[config.mk]
export PLATFORM = sky130hd
export DESIGN_NAME = ts_ci_tx_framer
export DESIGN_NICKNAME = d
export VERILOG_FILES = /design/src/rtl/ts_pkg.sv /design/src/rtl/ts_ci_tx_framer.sv
export SDC_FILE = /design/constraint.sdc
export NUM_CORES = 1
export LEC_CHECK = 0
export CORE_ASPECT_RATIO = 1.25
export CORE_UTILIZATION = 45
export DETAILED_ROUTE_END_ITERATION = 16
export PLACE_DENSITY = 0.73
export SYNTH_ARGS = -nofsm -noshare
export SYNTH_HDL_FRONTEND = slang
export SYNTH_SLANG_ARGS = --single-unit
[constraint.sdc]
create_clock -name clk_9 -period 2.2 [get_ports clk_9]
set_input_delay 0.22 -clock clk_9 [delete_from_list [all_inputs] [get_ports clk_9]]
set_output_delay 0.22 -clock clk_9 [all_outputs]
set_load 0.05 [all_outputs]
[src/rtl/ts_pkg.sv]
// Shared transport-stream definitions for the CI transmit path:
// packet geometry, sync byte, FIFO word layout and framer states.
package ts_pkg;

   localparam int unsigned TS_PKT_LEN   = 188;
   localparam logic [7:0]  TS_SYNC_BYTE = 8'h47;

   typedef enum logic [1:0] {
      HUNT,
      WAIT_PKT,
      SEND,
      GAP
   } ts_state_e;

   // FIFO word: bit 8 flags the first byte of a packet, bits 7:0 carry data.
   typedef struct packed {
      logic       pkt_start;
      logic [7:0] data;
   } ts_word_t;

   function automatic logic ts_is_sync(input ts_word_t w);
      return w.pkt_start && (w.data == TS_SYNC_BYTE);
   endfunction

endpackage

[src/rtl/ts_ci_tx_framer.sv]
// Packet-aligned CI transmit framer: waits for a whole buffered TS packet,
// bursts it onto MDI/MIVAL/MISTRT, re-hunts sync and enforces an idle gap.
module ts_ci_tx_framer
   import ts_pkg::*;
#(
   parameter int unsigned PKT_LEN    = TS_PKT_LEN,
   parameter int unsigned GAP_CYCLES = 4,
   parameter int unsigned USEDW_W    = 8
) (
   input  logic               clk_9,
   input  logic               reset,
   input  logic               enable,
   input  logic [8:0]         fifo_q,
   input  logic               fifo_rdempty,
   input  logic [USEDW_W-1:0] fifo_rdusedw,
   output logic               fifo_rdreq,
   output logic [7:0]         ci_mdi,
   output logic               ci_mival,
   output logic               ci_mistrt,
   output logic [23:0]        pkt_cnt,
   output logic [15:0]        err_cnt
);

   localparam int unsigned IDX_W    = $clog2(PKT_LEN);
   // The WAIT_PKT cycle after GAP also shows MIVAL low, so GAP dwells one
   // cycle less than the required idle run.
   localparam int unsigned GAP_HOLD = (GAP_CYCLES > 1) ? GAP_CYCLES - 1 : 1;
   localparam int unsigned GAP_W    = (GAP_HOLD > 1) ? $clog2(GAP_HOLD) : 1;

   ts_state_e        r_state;
   logic [IDX_W-1:0] r_idx;
   logic [GAP_W-1:0] r_gap;
   logic [7:0]       r_mdi;
   logic             r_mival;
   logic             r_mistrt;
   logic [23:0]      r_pkt_cnt;
   logic [15:0]      r_err_cnt;

   ts_word_t         w_head;
   logic             w_head_sync;
   logic             w_trunc;
   logic             w_pkt_ready;
   logic             w_rdreq;
   logic [15:0]      w_err_next;

   assign w_head      = fifo_q;
   assign w_head_sync = ts_is_sync(w_head);
   assign w_trunc     = w_head.pkt_start && (r_idx != '0);
   assign w_pkt_ready = 32'(fifo_rdusedw) >= PKT_LEN;
   assign w_err_next  = (r_err_cnt == '1) ? r_err_cnt : r_err_cnt + 16'd1;

   always_comb begin
      w_rdreq = 1'b0;
      if (reset && !fifo_rdempty) begin
         case (r_state)
            HUNT:    w_rdreq = !w_head_sync;
            SEND:    w_rdreq = !w_trunc;
            default: w_rdreq = 1'b0;
         endcase
      end
   end

   always_ff @(posedge clk_9) begin
      if (!reset) begin
         r_state   <= HUNT;
         r_idx     <= '0;
         r_gap     <= '0;
         r_mdi     <= '0;
         r_mival   <= 1'b0;
         r_mistrt  <= 1'b0;
         r_pkt_cnt <= '0;
         r_err_cnt <= '0;
      end else begin
         r_mival  <= 1'b0;
         r_mistrt <= 1'b0;
         unique case (r_state)
            HUNT: begin
               if (!fifo_rdempty) begin
                  if (w_head_sync)
                     r_state <= WAIT_PKT;
                  else if (w_head.pkt_start)
                     r_err_cnt <= w_err_next;
               end
            end
            WAIT_PKT: begin
               if (fifo_rdempty || !w_head_sync) begin
                  r_state <= HUNT;
               end else if (enable && w_pkt_ready) begin
                  r_state <= SEND;
                  r_idx   <= '0;
               end
            end
            SEND: begin
               // Empty head stalls with MIVAL low; a new start mid-packet truncates.
               if (!fifo_rdempty) begin
                  if (w_trunc) begin
                     r_err_cnt <= w_err_next;
                     r_idx     <= '0;
                     r_state   <= WAIT_PKT;
                  end else begin
                     r_mdi    <= w_head.data;
                     r_mival  <= 1'b1;
                     r_mistrt <= (r_idx == '0);
                     if (r_idx == '0)
                        r_pkt_cnt <= r_pkt_cnt + 24'd1;
                     if (r_idx == IDX_W'(PKT_LEN - 1)) begin
                        r_idx   <= '0;
                        r_gap   <= '0;
                        r_state <= GAP;
                     end else begin
                        r_idx <= r_idx + IDX_W'(1);
                     end
                  end
               end
            end
            GAP: begin
               if (r_gap == GAP_W'(GAP_HOLD - 1)) begin
                  r_gap   <= '0;
                  r_state <= WAIT_PKT;
               end else begin
                  r_gap <= r_gap + GAP_W'(1);
               end
            end
            default: r_state <= HUNT;
         endcase
      end
   end

   assign fifo_rdreq = w_rdreq;
   assign ci_mdi     = r_mdi;
   assign ci_mival   = r_mival;
   assign ci_mistrt  = r_mistrt;
   assign pkt_cnt    = r_pkt_cnt;
   assign err_cnt    = r_err_cnt;

endmodule

==> results of run 1 <==
[cell usage after synthesis, drive strengths merged (2+ instances only)]
cell / count / area share
dfxtp: 62 / 0.39
nand2: 46 / 0.055
nor2: 34 / 0.041
nand3: 26 / 0.041
a21oi: 24 / 0.038
xnor2: 18 / 0.050
o21ai: 17 / 0.027
clkbuf: 15 / 0.021
inv: 15 / 0.018
nor3: 14 / 0.024
nor4: 13 / 0.026
mux2i: 11 / 0.035
nand4: 10 / 0.020
or3: 10 / 0.020
and4: 8 / 0.023
ha: 8 / 0.032
and3: 7 / 0.014
nand2b: 7 / 0.014
o31ai: 5 / 0.012
or4: 5 / 0.013
xor2: 5 / 0.014
nor3b: 4 / 0.0095
and2: 2 / 0.0040
buf: 2 / 0.0032
nand4b: 2 / 0.0056
o21a: 2 / 0.0048
o22ai: 2 / 0.0040
[cell families after synthesis]
kind of cell	share of synthesized area
flip-flops	0.394
AO/OA/AOI/OAI	0.106
adder cells (fa/ha/maj)	0.0318
AND/OR/NAND/NOR	0.315
buffers and inverters	0.0537
XOR/XNOR	0.0640
multiplexers	0.0350
[power groups by stage]
| stage | clock (W) | combinational, W | sequential, W |
|---|---|---|---|
| finish | 0.00102 | 0.000131 | 0.00112 |
| global route | 0.00109 | 0.000141 | 0.00112 |
| CTS | 0.00105 | 0.000129 | 0.00112 |
| detailed placement | 0 | 0.000127 | 0.00115 |
| global placement | 0 | 0.000126 | 0.00115 |
| floorplan | 0 | 0.0000522 | 0.00116 |
[flip-flops by register name, summed over array words and instances, names as in the netlist]
| signal | cells |
|---|---|
| ci_mdi | 8 |
| err_cnt | 16 |
| ci_mival | 1 |
| pkt_cnt | 24 |
| r_state | 2 |
| r_gap | 2 |
| r_idx | 8 |
| ci_mistrt | 1 |
[repair_timing]
| item | in CTS | in global routing |
|---|---|---|
| gates resized for setup | 7 | 8 |
| hold endpoints to repair | 0 | 0 |
| buffers inserted | 2 | 3 |
| pin swaps | 4 | 2 |
| setup endpoints to repair | 1 | 4 |
[stage by stage]
| step | utilization | power (W) | worst slack, ps |
|---|---|---|---|
| 2_1_floorplan | - | 0.00121 | 86.2 |
| 3_3_place_gp | 0.615 | 0.00128 | -240 |
| 3_5_place_dp | 0.615 | 0.00128 | -280 |
| 4_1_cts | 0.651 | 0.00230 | 14.5 |
| 5_1_grt | 0.658 | 0.00235 | 2.32 |
| 6_report | 0.658 | 0.00228 | 63.6 |
[final cells by class]
type,count,area [µm²],area share
flip-flops and latches,62,1240,0.284
multi-input cells,289,1800,0.411
clock inverters,7,75.1,0.0172
well taps,87,109,0.0249
clock buffers,9,124,0.0283
repair buffers,101,965,0.220
inverters,16,60.1,0.0137
[how the worst min path moves through the flow]
stage               depth (start not counted)  startpoint  slack [ps]        end
finish                                      3   fifo_q[5]         260  ci_mdi[5]
global route                                3   fifo_q[5]         260  ci_mdi[5]
CTS                                         3   fifo_q[5]         250  ci_mdi[5]
detailed placement                          2   ci_mdi[5]         450  ci_mdi[5]
global placement                            2   ci_mdi[7]         440  ci_mdi[7]
floorplan                                   2   fifo_q[0]         360  ci_mdi[0]
[worst min-delay path, delay by kind of cell]
family / cells / cell delay [ps]
AO/OA/AOI/OAI: 1 / 50
AND/OR/NAND/NOR: 1 / 60
buffers and inverters: 1 / 240
[routing by layer]
layer	wire [µm]	GRT usage
met1	3430	0.262
met5	0	0
met3	360	0.0517
met4	185	0.125
met2	4030	0.385
==> out/qor.csv, run 1 <==
metric,value,unit
run status,completed,
part of the cycle the worst path needs,0.971,
clock network fraction of total power,0.449,
sequential fraction of the synthesis area,0.394,
CTS hold repair buffers,0,
number of setup violations in the final report,0,
unrepaired setup endpoints after global routing,no,
CTS tree,done,
Overall Global Routing Usage,0.226,
Post-route DRC,0,
number of buffers on the longest clock path,2,
path depth of the worst reg2reg path,9,
number of global-route vias before repair,2857,
P_sw,0.000571,W
Pwr per Cell Area,521,nW/µm²
area delta synth->final,39.0,%
terminus of the critical flop-to-flop path,err_cnt[14],
WP depth,6,
arrival time reported for the critical path endpoint,2420,ps
peak supply drop,0.000381,V
number of buffers inserted during clock tree synthesis,9,
cell with the largest stage delay on the worst path,or4b_4,
placed cell areas,4090,µm²
internal power,0.00171,W
I/O pin count,72,
final hold violation count,0,
Die Y-Extent,95.5,µm
Synth Flop Type,dfxtp_1,
Final Max Tran Viols,0,
total number of vias,3118,
Post-Synthesis Net Count,414,
clock-pin slew reported for the worst setup and hold paths after clock tree synthesis,80,ps
finished layout cell area,4380,µm²
number of fillers in the final layout,591,
Detailed Route Iter0 Violations,96,
number of vias per cell after detailed routing,5.46,
Fmax,0.468,GHz
"commonest cells after routing, fill and taps aside","clkdlybuf4s50_1, dfxtp_1, nand2_1, nor2_1, buf_4",
"EDFF count, synth",0,
average wire per cell in the routed design,14.0,µm
share of total power in sequential cells,0.493,
Leak Pwr,1.48,nW
maximum capacitance violations,0,
Syn Inst Count,385,
final weighted congestion in routability-driven placement,0.875,
switching share of total power,0.251,
worst hold slack,263,ps
mapped cell area,3150,µm²
number of standard cells in the final layout excluding fillers,571,
Max-slew headroom,0.659,
total of warnings raised by yosys,0,
end point of the critical path,r_idx[7],
Worst Path Buf+Inv,1,
die area,7340,µm²
HPWL Detailed,5430,µm
Max stage delay on crit path,510,ps
Crit Path Class,input pin to register,
Clock H-tree levels,3,
clock tree skew after final layout,12.3,ps
"leading cell type in the layout, fill and taps excluded",clkdlybuf4s50_1,
kind of cell with the highest combined delay on the critical path,simple AND/OR/NAND/NOR gates,
remaining antenna violation count,0,
critical path cell sequence,clkdlybuf4s50_1 -> or4b_4 -> or4_4 -> o21a_1 -> or3_1 -> a21oi_1,
ratio of cells with drive above 1 in the final layout,0.134,
setup tns final,0,ps
category of the worst setup path capture point,register,
Root Buffer,clkbuf_8,
Avg Inst Size Synth,8.18,µm²
starting utilization of the core area,0.474,
global-route wire length before repair,13100,µm
largest net degree at the start of global routing,26,
slew at the pin closest to its max-slew limit,509,ps
slack of the worst reg-to-reg path,180,ps
biggest fanout along the worst timing path,4,
worst-skew pair later-pin latency,350,ps
number of antenna cells inserted,0,
final worst path period need,2140,ps
worst reg2reg startpoint,r_idx[0],
WL final,8000,µm
flip-flop and latch count after synthesis,62,
WP data required,2490,ps
Nets,508,
Cell Count Post-Placement,551,
async set-reset flop share out of synthesis,0,
core area,6650,µm²
Die X,76.8,µm
number of distinct library cells after synthesis,43,
type of the worst min-delay path,input pin to register,
count of buffers inserted at the top-level ports,69,
FP Rows,33,
gr ovfl total,0,
number of antenna violations at the first check in global routing,0,
startpoint type of the worst setup path,input pin,
timing startpoint of the critical path,fifo_q[2],
number of detailed-route iterations in the first pass,4,
Combinational Power Share,0.057,
sink count of the clock tree,62,
(Power assumes the default switching activity.)
==> run 2: changes to the inputs <==
--- a/config.mk
+++ b/config.mk
@@ -7,6 +7,7 @@
 export LEC_CHECK = 0
 export CORE_ASPECT_RATIO = 1.25
 export CORE_UTILIZATION = 45
+export CTS_BUF_LIST = sky130_fd_sc_hd__clkbuf_2 sky130_fd_sc_hd__clkbuf_4 sky130_fd_sc_hd__clkbuf_8
 export DETAILED_ROUTE_END_ITERATION = 16
 export PLACE_DENSITY = 0.73
 export SYNTH_ARGS = -nofsm -noshare
==> results of run 2 <==
The final DEF is identical to that of run 1; final timing and power are the same.
